==> config.mk <==
export PLATFORM = sky130hd
export DESIGN_NAME = transfer_link_decoder_flat
export DESIGN_NICKNAME = d
export VERILOG_FILES = /design/src/rtl/transfer_link_decoder_pkg.sv /design/src/rtl/transfer_link_decoder_if.sv /design/src/rtl/transfer_link_decoder_fifo.sv /design/src/rtl/transfer_link_decoder.sv /design/src/flat_wrapper.sv
export SDC_FILE = /design/constraint.sdc
export NUM_CORES = 1
export LEC_CHECK = 0
export CAP_MARGIN = 20
export CORE_MARGIN = 5
export CORE_UTILIZATION = 30
export DETAILED_ROUTE_END_ITERATION = 8
export PLACE_DENSITY = 0.55
export SLEW_MARGIN = 25
export SYNTH_ARGS = -nofsm -noshare
export SYNTH_HDL_FRONTEND = slang
export SYNTH_SLANG_ARGS = --single-unit
==> constraint.sdc <==
create_clock -name clk -period 2.2 [get_ports clk]
set_input_delay 0.44 -clock clk [delete_from_list [all_inputs] [get_ports clk]]
set_output_delay 0.44 -clock clk [all_outputs]
set_load 0.02 [all_outputs]
==> src/rtl/transfer_link_decoder_pkg.sv <==
// Shared codes, state encoding and error bit positions for the transfer link decoder.
package transfer_link_pkg;

  localparam int CMD_FLUSH    = 1;
  localparam int CMD_ENABLE_A = 2;
  localparam int CMD_SCAN     = 3;
  localparam int CMD_ENABLE_B = 4;
  localparam int CMD_ENABLE_C = 5;
  localparam int CMD_STATUS   = 6;
  localparam int CMD_BINARY   = 7;
  localparam int CMD_ASCII    = 8;

  localparam logic [1:0] SCAN_IDLE  = 2'b00;
  localparam logic [1:0] SCAN_FLUSH = 2'b10;
  localparam logic [1:0] SCAN_START = 2'b01;

  localparam int ERR_CMD      = 0;
  localparam int ERR_FRAME    = 1;
  localparam int ERR_OVERFLOW = 2;

  typedef enum logic [1:0] {
    ST_CMD,
    ST_LEN,
    ST_PAYLOAD
  } linkState_t;

  function automatic logic lenInRange(input logic [31:0] len, input int unsigned maxLen);
    return (len != 32'd0) && (len <= maxLen);
  endfunction

endpackage

==> src/rtl/transfer_link_decoder_if.sv <==
// Serial input, scanner/status outputs and payload ready/valid bus of the transfer link decoder.
interface transfer_link_decoder_if #(
  parameter int WORD_W = 8
);
  logic              dataIn;
  logic              dataValid;
  logic              readyForTransferIn;
  logic              readyForTransferOut;
  logic [1:0]        localScannerOut;
  logic [WORD_W-1:0] payloadOut;
  logic              payloadAscii;
  logic              payloadLast;
  logic              payloadValid;
  logic              payloadReady;
  logic              statusReq;
  logic [2:0]        errPulse;

  modport master (
    output dataIn, dataValid, readyForTransferIn, payloadReady,
    input  readyForTransferOut, localScannerOut, payloadOut, payloadAscii,
           payloadLast, payloadValid, statusReq, errPulse
  );

  modport slave (
    input  dataIn, dataValid, readyForTransferIn, payloadReady,
    output readyForTransferOut, localScannerOut, payloadOut, payloadAscii,
           payloadLast, payloadValid, statusReq, errPulse
  );
endinterface

==> src/rtl/transfer_link_decoder_fifo.sv <==
// Synchronous payload FIFO; a push into a full FIFO is accepted when a pop happens on the same edge.
module transfer_payload_fifo #(
  parameter int WIDTH = 10,
  parameter int DEPTH = 16
) (
  input  logic             clk,
  input  logic             rst,
  input  logic             i_push,
  input  logic [WIDTH-1:0] i_wdata,
  input  logic             i_pop,
  output logic [WIDTH-1:0] o_rdata,
  output logic             o_full,
  output logic             o_empty
);
  localparam int AW = $clog2(DEPTH);
  localparam int CW = AW + 1;

  logic [WIDTH-1:0] r_mem [DEPTH];
  logic [AW-1:0]    r_wrPtr;
  logic [AW-1:0]    r_rdPtr;
  logic [CW-1:0]    r_count;
  logic             w_doPush;
  logic             w_doPop;

  assign o_full   = (r_count == CW'(DEPTH));
  assign o_empty  = (r_count == '0);
  assign w_doPop  = i_pop & ~o_empty;
  assign w_doPush = i_push & (~o_full | w_doPop);
  // Head is masked while empty so stale storage never appears on the outputs after reset.
  assign o_rdata  = o_empty ? '0 : r_mem[r_rdPtr];

  always_ff @(posedge clk) begin
    if (w_doPush) r_mem[r_wrPtr] <= i_wdata;
  end

  always_ff @(posedge clk or negedge rst) begin
    if (!rst) begin
      r_wrPtr <= '0;
      r_rdPtr <= '0;
      r_count <= '0;
    end else begin
      if (w_doPush) r_wrPtr <= r_wrPtr + AW'(1);
      if (w_doPop)  r_rdPtr <= r_rdPtr + AW'(1);
      case ({w_doPush, w_doPop})
        2'b10:   r_count <= r_count + CW'(1);
        2'b01:   r_count <= r_count - CW'(1);
        default: r_count <= r_count;
      endcase
    end
  end
endmodule

==> src/rtl/transfer_link_decoder.sv <==
// Serial command/payload receiver: deserialiser, command/frame FSM, idle timeout and payload FIFO.
module transfer_link_decoder
  import transfer_link_pkg::*;
#(
  parameter int WORD_W     = 8,
  parameter int MAX_LEN    = 16,
  parameter int FIFO_DEPTH = 16,
  parameter int TIMEOUT    = 64
) (
  input  logic                    clk,
  input  logic                    rst,
  transfer_link_decoder_if.slave  bus
);
  localparam int BC_W   = $clog2(WORD_W);
  localparam int REM_W  = $clog2(MAX_LEN + 1);
  localparam int IDLE_W = $clog2(TIMEOUT + 2);
  localparam int FIFO_W = WORD_W + 2;

  linkState_t          r_state;
  logic [WORD_W-2:0]   r_shift;
  logic [BC_W-1:0]     r_bitCnt;
  logic [REM_W-1:0]    r_remaining;
  logic [IDLE_W-1:0]   r_idle;
  logic                r_ascii;
  logic                r_transferEn;
  logic                r_readyOut;
  logic [1:0]          r_scanner;
  logic                r_statusReq;
  logic [2:0]          r_err;

  logic [WORD_W-1:0]   w_word;
  logic [31:0]         w_wordInt;
  logic                w_wordDone;
  logic                w_push;
  logic                w_last;
  logic                w_overflow;
  logic                w_idleRun;
  logic [IDLE_W-1:0]   w_idleNext;
  logic                w_timeout;
  logic                w_full;
  logic                w_empty;
  logic [FIFO_W-1:0]   w_head;

  assign w_word     = {r_shift, bus.dataIn};
  assign w_wordInt  = 32'(w_word);
  assign w_wordDone = bus.dataValid && (r_bitCnt == BC_W'(WORD_W - 1));
  assign w_push     = w_wordDone && (r_state == ST_PAYLOAD);
  assign w_last     = (r_remaining == REM_W'(1));
  // Full with no pop means the word is lost; a simultaneous pop makes room.
  assign w_overflow = w_push & w_full & ~bus.payloadReady;
  assign w_idleRun  = !bus.dataValid && ((r_bitCnt != '0) || (r_state != ST_CMD));
  assign w_idleNext = r_idle + IDLE_W'(1);
  assign w_timeout  = (TIMEOUT > 0) && w_idleRun && (w_idleNext == IDLE_W'(TIMEOUT));

  always_ff @(posedge clk or negedge rst) begin
    if (!rst) begin
      r_state      <= ST_CMD;
      r_shift      <= '0;
      r_bitCnt     <= '0;
      r_remaining  <= '0;
      r_idle       <= '0;
      r_ascii      <= 1'b0;
      r_transferEn <= 1'b0;
      r_readyOut   <= 1'b0;
      r_scanner    <= SCAN_IDLE;
      r_statusReq  <= 1'b0;
      r_err        <= '0;
    end else begin
      r_scanner   <= SCAN_IDLE;
      r_statusReq <= 1'b0;
      r_err       <= '0;
      r_readyOut  <= r_transferEn & bus.readyForTransferIn;
      if (w_overflow) r_err[ERR_OVERFLOW] <= 1'b1;

      if (bus.dataValid) begin
        r_idle  <= '0;
        r_shift <= w_word[WORD_W-2:0];
        if (w_wordDone) begin
          r_bitCnt <= '0;
          case (r_state)
            ST_CMD: begin
              case (w_wordInt)
                CMD_FLUSH: begin
                  r_scanner    <= SCAN_FLUSH;
                  r_transferEn <= 1'b0;
                end
                CMD_ENABLE_A, CMD_ENABLE_B, CMD_ENABLE_C: r_transferEn <= 1'b1;
                CMD_SCAN: begin
                  r_transferEn <= 1'b1;
                  r_scanner    <= SCAN_START;
                end
                CMD_STATUS: r_statusReq <= 1'b1;
                CMD_BINARY: begin
                  r_ascii <= 1'b0;
                  r_state <= ST_LEN;
                end
                CMD_ASCII: begin
                  r_ascii <= 1'b1;
                  r_state <= ST_LEN;
                end
                default: r_err[ERR_CMD] <= 1'b1;
              endcase
            end
            ST_LEN: begin
              if (lenInRange(w_wordInt, MAX_LEN)) begin
                r_remaining <= REM_W'(w_wordInt);
                r_state     <= ST_PAYLOAD;
              end else begin
                r_err[ERR_FRAME] <= 1'b1;
                r_state          <= ST_CMD;
              end
            end
            ST_PAYLOAD: begin
              // ASCII words must be 7-bit; offending words are still delivered but flagged.
              if (r_ascii && w_word[WORD_W-1]) r_err[ERR_FRAME] <= 1'b1;
              r_remaining <= r_remaining - REM_W'(1);
              if (w_last) r_state <= ST_CMD;
            end
            default: r_state <= ST_CMD;
          endcase
        end else begin
          r_bitCnt <= r_bitCnt + BC_W'(1);
        end
      end else if (w_idleRun) begin
        if (w_timeout) begin
          r_idle           <= '0;
          r_bitCnt         <= '0;
          r_state          <= ST_CMD;
          r_err[ERR_FRAME] <= 1'b1;
        end else begin
          r_idle <= w_idleNext;
        end
      end else begin
        r_idle <= '0;
      end
    end
  end

  transfer_payload_fifo #(
    .WIDTH (FIFO_W),
    .DEPTH (FIFO_DEPTH)
  ) u_fifo (
    .clk     (clk),
    .rst     (rst),
    .i_push  (w_push),
    .i_wdata ({w_word, r_ascii, w_last}),
    .i_pop   (bus.payloadReady),
    .o_rdata (w_head),
    .o_full  (w_full),
    .o_empty (w_empty)
  );

  assign bus.readyForTransferOut = r_readyOut;
  assign bus.localScannerOut     = r_scanner;
  assign bus.statusReq           = r_statusReq;
  assign bus.errPulse            = r_err;
  assign bus.payloadOut          = w_head[FIFO_W-1:2];
  assign bus.payloadAscii        = w_head[1];
  assign bus.payloadLast         = w_head[0];
  assign bus.payloadValid        = ~w_empty;
endmodule

==> src/flat_wrapper.sv <==
// flat-port wrapper written by rule: the top's interface ports become plain ports
module transfer_link_decoder_flat import transfer_link_pkg::*;
#(
  parameter int WORD_W     = 8,
  parameter int MAX_LEN    = 16,
  parameter int FIFO_DEPTH = 16,
  parameter int TIMEOUT    = 64
)
  (clk, rst, bus_dataIn, bus_dataValid, bus_readyForTransferIn, bus_payloadReady, bus_readyForTransferOut, bus_localScannerOut, bus_payloadOut, bus_payloadAscii, bus_payloadLast, bus_payloadValid, bus_statusReq, bus_errPulse);
  transfer_link_decoder_if #(.WORD_W(WORD_W)) bus_i ();
  input  logic clk;
  input  logic rst;
  input wire logic [$bits(bus_i.dataIn)-1:0] bus_dataIn;
  input wire logic [$bits(bus_i.dataValid)-1:0] bus_dataValid;
  input wire logic [$bits(bus_i.readyForTransferIn)-1:0] bus_readyForTransferIn;
  input wire logic [$bits(bus_i.payloadReady)-1:0] bus_payloadReady;
  output wire logic [$bits(bus_i.readyForTransferOut)-1:0] bus_readyForTransferOut;
  output wire logic [$bits(bus_i.localScannerOut)-1:0] bus_localScannerOut;
  output wire logic [$bits(bus_i.payloadOut)-1:0] bus_payloadOut;
  output wire logic [$bits(bus_i.payloadAscii)-1:0] bus_payloadAscii;
  output wire logic [$bits(bus_i.payloadLast)-1:0] bus_payloadLast;
  output wire logic [$bits(bus_i.payloadValid)-1:0] bus_payloadValid;
  output wire logic [$bits(bus_i.statusReq)-1:0] bus_statusReq;
  output wire logic [$bits(bus_i.errPulse)-1:0] bus_errPulse;
  assign bus_i.dataIn = bus_dataIn;
  assign bus_i.dataValid = bus_dataValid;
  assign bus_i.readyForTransferIn = bus_readyForTransferIn;
  assign bus_i.payloadReady = bus_payloadReady;
  assign bus_readyForTransferOut = bus_i.readyForTransferOut;
  assign bus_localScannerOut = bus_i.localScannerOut;
  assign bus_payloadOut = bus_i.payloadOut;
  assign bus_payloadAscii = bus_i.payloadAscii;
  assign bus_payloadLast = bus_i.payloadLast;
  assign bus_payloadValid = bus_i.payloadValid;
  assign bus_statusReq = bus_i.statusReq;
  assign bus_errPulse = bus_i.errPulse;
  transfer_link_decoder #(.WORD_W(WORD_W), .MAX_LEN(MAX_LEN), .FIFO_DEPTH(FIFO_DEPTH), .TIMEOUT(TIMEOUT)) u_core (.clk(clk), .rst(rst), .bus(bus_i));
endmodule
## After elaboration in Yosys (flattened, before gate mapping)

Memory sizes are Yosys's and may differ from the RTL's.
Cells that the tools add are included.

| word-level totals | value |
|---|---|
| logic and storage cells | 121 |
| flip-flop bits (word level) | 46 |
| output and inout bits | 18 |
| bits of input ports | 6 |
| bits in writable memories | 160 |
| memories kept | 1 |

Memories:

| memory | words | width | read ports | clocked after memory_dff | write ports | line | RTL |
|---|---|---|---|---|---|---|---|
| u_core.u_fifo.r_mem | 16 | 10 | 1 | 0 | 1 | transfer_link_decoder_fifo.sv:18 | `logic [WIDTH-1:0] r_mem [DEPTH];` |

| cells by class | value |
|---|---|
| equal/unequal tests | 20 |
| reductions and logical operators | 27 |
| multiplexer cells | 42 |
| bitwise operators | 9 |
| add/subtract/negate cells | 7 |
| magnitude comparators | 1 |

Operators by type and width:

| cell | number |
|---|---|
| $eq A8 B3 Y1 const B | 4 |
| $reduce_bool A32 Y1 | 1 |
| $mux W2 | 11 |
| $mux W7 | 3 |
| $pmux W5 S2 | 2 |
| $eq A8 B2 Y1 const B | 2 |
| $mux W1 | 15 |
| $reduce_bool A2 Y1 | 7 |
| $mux W3 | 4 |
| $reduce_and A4 Y1 | 3 |
| $mux W10 | 1 |
| $sub A5 B1 Y5 const B | 2 |
| $add A4 B1 Y4 const B | 2 |
| $eq A8 B1 Y1 const B | 1 |
| $eq A8 B4 Y1 const B | 1 |
| $le A8 B5 Y1 const B | 1 |
| $reduce_or A8 Y1 | 1 |
| $add A7 B1 Y7 const B | 1 |
| $eq A7 B7 Y1 const B | 1 |
| $logic_and A1 B1 Y1 | 6 |
| $pmux W1 S2 | 3 |
| $pmux W2 S3 | 1 |
| $add A5 B1 Y5 const B | 1 |
| $and A1 B1 Y1 | 5 |
| 22 further kinds | 27 |

## Logic depth before layout (Yosys ltp)

| logic depth | value |
|---|---|
| depth after elaboration | 7 |
| mapped depth | 9 |
| gate-level depth less buffers | 9 |

## By module

A second synthesis with hierarchy kept.

| unflattened totals | value |
|---|---|
| cell total of the unflattened synthesis | 537 |
| area total of the unflattened synthesis | 8929.8 um^2 |

By module, submodules not included:

| module | area each (um^2) | instances | sequential area each (um^2) | cells an instance |
|---|---|---|---|---|
| transfer_payload_fifo | 7071.8 | 1 | 5129.9 | 352 |
| transfer_link_decoder | 1858.0 | 1 | 825.8 | 185 |

## Least setup slack after synthesis

Ideal clock, no wire load.

| timing path | value |
|---|---|
| path kind | flip-flop to flip-flop |
| from | reg u_core.r_bitCnt[0] |
| to | mem u_core.u_fifo.r_mem[11][0], enable pin |
| buffers on the path | 1 |
| path slack | -127 ps |
| library setup time | 343 ps |
| cell stages (with the launch flop) | 9 |
| data arrival time | 1984 ps |
| data required time | 1857 ps |
| period minus slack after synthesis | 2327 ps |
| cells stage by stage | dfrtp_1 > ha_1 > ha_1 > nand3_1 > o21ba_2 > clkbuf_1 > nand2_1 > nor2_1 > and2_1 |

| on the way | value |
|---|---|
| cells in the longest elaborated chain, start to end | 6 |

Ends and longest elaborated chain:

| item | line | RTL |
|---|---|---|
| start, declared | transfer_link_decoder.sv:21 | `logic [BC_W-1:0] r_bitCnt;` |
| start signal, assigned | transfer_link_decoder.sv:122 | `r_bitCnt <= r_bitCnt + BC_W'(1);` |
| $eq A3 B3 Y1 | transfer_link_decoder.sv:46 | `assign w_wordDone = bus.dataValid && (r_bitCnt == BC_W'(WORD_W - 1));` |
| $logic_and A1 B1 Y1 | transfer_link_decoder.sv:46 |  |
| $logic_and A1 B1 Y1 | transfer_link_decoder.sv:47 | `assign w_push = w_wordDone && (r_state == ST_PAYLOAD);` |
| $and A1 B1 Y1 | transfer_link_decoder_fifo.sv:28 | `assign w_doPush = i_push & (~o_full \| w_doPop);` |
| $mux W1 | transfer_link_decoder_fifo.sv:33 | `if (w_doPush) r_mem[r_wrPtr] <= i_wdata;` |
| $mux W1 (not written as such) | transfer_link_decoder_fifo.sv:33 |  |
| end, declared | transfer_link_decoder_fifo.sv:18 |  |

No other way between the ends.

## Worst setup path after layout

| timing path | value |
|---|---|
| from | reg u_core.u_fifo.r_rdPtr[0] |
| to | out bus_payloadOut[6] |

| on the way | value |
|---|---|
| cells in the longest elaborated chain, start to end | 2 |

Ends and longest elaborated chain:

| item | line | RTL |
|---|---|---|
| start, declared | transfer_link_decoder_fifo.sv:20 | `logic [AW-1:0] r_rdPtr;` |
| start signal, assigned | transfer_link_decoder_fifo.sv:43 | `if (w_doPop) r_rdPtr <= r_rdPtr + AW'(1);` |
| $mem_v2 Z16 W10 | -- |  |
| $mux W10 | transfer_link_decoder_fifo.sv:30 | `assign o_rdata = o_empty ? '0 : r_mem[r_rdPtr];` |
| end, declared | flat_wrapper.sv:19 | `output wire logic [$bits(bus_i.payloadOut)-1:0] bus_payloadOut;` |

No other way between the ends.

==> impl_metrics.toml <==
[status]
status = "complete, but fails checks"
violations = "setup timing"

[setup_path]
cp_max_fo = 6
r2r_end = "u_core.u_fifo.r_count[2]$_DFFE_PN0P_"
path_delay_family = "multiplexers"
startpoint_type = "register"
crit_buf_inv = 4
ff2ff_setup_slack_ns = -0.25
critPathSlowestCell = "mux4_2"
worstReg2RegStart = "u_core.u_fifo.r_count[0]$_DFFE_PN0P_"
critPathCaptureType = "primary output"
reg2reg_depth = 8
cp_data_arrival_time_ns = 2.49
slowest_delay_ns = 0.52
critical_path_class = "reg -> out"
cp_data_required_time_ns = 1.76
crit_chain = "buf_6 > buf_12 > buf_12 > mux4_2 > mux4_2 > nor2b_1 > buf_4"
path_depth = 7

[drt]
first_pass_iters = 4
wl_per_cell_um = 19.3
wl_met1_mm = 7.89
highest_layer = "met4"
vias = 4730
routed_wirelength_mm = 19.4
drtIter0Drc = 313
drt-vias-per-instance = 4.70
drc = 0
wl_met3_um = 845
met2_length_mm = 10.5
final_antenna_net_count = 0

[floorplanning]
die_y_um = 180
start_util_pct = 30.3
rows = 62
core_um2 = 28600
die_w_um = 180
die_area_um2 = 32400
ios = 24

[layout]
antenna_cells = 0
drive_gt1_share_pct = 35.8
syn_to_final_growth_pct = 29.0
stdcell_count = 1007
nNetsFinal = 629

[cts]
clockBufferDepth = 3
clk_latency_ns = 0.50
h-tree-depth = 1
clkSinkCount = 206
cts_tree = "built"
cts-root-buf = "clkbuf_16"
cts_buffers = 23
clk_pin_slew_worst_paths_ns = 0.06

[sta]
hold_viol = 0
rsz0062_at_grt = "yes"
tightest_slew_ns = 0.626
maxSlewViolCount = 0
holdWs_ns = 0.0539
worst_slack_ns = -0.732
fin_crit_sh_pct = 133
setup_viol = 14
skew_ns = 0.0104
finalCriticalPeriod_ns = 2.93
fmax_mhz = 341
setup_tns_ns = -7.67
relSlewSlack_pct = 58.3

[power]
peakVddDrop_v = 0.000644
power.leakage_nw = 3.99
cellPowerDensity_nw_per_um2 = 1170

[job]
maxCapViolCount = 0

[min_path]
hold_path.class = "in -> async"

[global_route]
antenna_found_initial = 0
globalRouteOverflowTotal = 0
track_usage_pct = 11.9
grt_first_pass_wirelength_mm = 30.3
grt_pass1_vias = 5135
grt_max_degree = 47

[place]
place.gp.congestion = 0.817
dp.cells = 952
dp.final_hpwl_mm = 12.1
dp_slack_ns = -0.667
port_buffers = 23

[yosys]
syn_inst = 502
synth_top_area_cell = "edfxtp_1"
ys_ff_latch = 206
yosysMostFrequentCell = "edfxtp_1"
synth-async-reset-ratio_pct = 22.3
ys.flop_type = "edfxtp_1"
synth_edf_count = 160
synth_area_um2 = 8670
yosysWarnings = 0
synth_common_cells = "edfxtp_1, mux4_2, dfrtp_1"
syn-mean-instance-area_um2 = 17.3
yosysTopAreaCellShare_pct = 55.4
synth.net_count = 524
synth_seq_area_share_pct = 68.7
ys_top_cells_by_area = "edfxtp_1, dfrtp_1, mux4_2, ha_1, nand2_1"
synth_cell_types = 53
-- where the power goes --
part           switching, W  leakage (nW)  internal [W]
sequential         0.000237          2.04       0.00453
clock               0.00145         0.364       0.00226
combinational       0.00199          1.59       0.00260
-- per-layer routing --
| layer | track usage [%] | vias up |
|---|---|---|
| li1 | - | 2176 |
| met1 | 15.1 | 2450 |
| met2 | 21.7 | 86 |
| met3 | 1.92 | 18 |
| met4 | 2.19 | 0 |
| met5 | 0 | - |
-- timing repair --
action,in CTS,in global routing
gates cloned,2,1
endpoints found under the hold margin,0,0
setup endpoints to repair,86,96
pin swaps,7,12
gates resized for setup,86,27
buffers inserted,13,4
hold buffers,0,0
-- cell families (layout without fill, tap and decap cells) --
logic type	after synthesis	count (layout)	synth area share, %
multiplexers	61	61	14.4
AO/OA/AOI/OAI	49	49	3.88
AND/OR/NAND/NOR	117	117	7.13
buffers and inverters	36	157	1.83
flip-flops	206	206	68.7
XOR/XNOR	17	17	1.72
adder cells (fa/ha/maj)	16	16	2.31
-- area by class of cell --
type | count | area (um2)
clock buffers | 30 | 632
clock inverters | 11 | 111
fillers | 2571 | 17400
inverters | 14 | 55.1
multi-input cells | 260 | 2730
flip-flops and latches | 206 | 5960
well taps | 384 | 480
repair buffers | 102 | 1210
-- layout by cell type, fill, tap and decap left out, types with 13 or more instances in the layout --
cell and n:
buf_12 24, buf_4 44, buf_6 18, clkbuf_16 24, dfrtp_1 45, edfxtp_1 160
ha_1 14, mux4_2 50, nand2_1 29, nor2_1 13
-- registers in the layout, summed over array words and instances, names as in the netlist, 2 cells and up --
name / count
u_core.u_fifo.r_count: 5
u_core.u_fifo.r_wrPtr: 4
u_core.u_fifo.r_mem: 160
u_core.r_idle: 7
u_core.bus.errPulse: 3
u_core.r_shift: 7
u_core.u_fifo.r_rdPtr: 4
u_core.r_state: 2
u_core.bus.localScannerOut: 2
u_core.r_remaining: 5
u_core.r_bitCnt: 3
-- metrics by stage --
stage	utilization, %	power [W]	area (um2)
4_1_cts	38.9	0.0130	11100
2_1_floorplan	-	0.00742	8740
6_report	39.0	0.0131	11200
5_1_grt	39.0	0.0138	11200
3_3_place_gp	35.3	0.00867	10100
3_5_place_dp	35.3	0.00880	10100
-- worst max path at each step --
stage | from | to | slack [ns]
after detailed placement | u_core.u_fifo.r_rdPtr[0]$_DFFE_PN0P_ | bus_payloadOut[3] | -0.67
after global routing | u_core.u_fifo.r_rdPtr[0]$_DFFE_PN0P_ | bus_payloadOut[5] | -0.81
after global placement | u_core.u_fifo.r_rdPtr[0]$_DFFE_PN0P_ | bus_payloadOut[3] | -0.64
after CTS | u_core.u_fifo.r_rdPtr[0]$_DFFE_PN0P_ | bus_payloadOut[2] | -0.77
after floorplan | u_core.u_fifo.r_count[0]$_DFFE_PN0P_ | u_core.u_fifo.r_count[2]$_DFFE_PN0P_ | -0.03
final | u_core.u_fifo.r_rdPtr[0]$_DFFE_PN0P_ | bus_payloadOut[6] | -0.73
(Power assumes the default switching activity.)
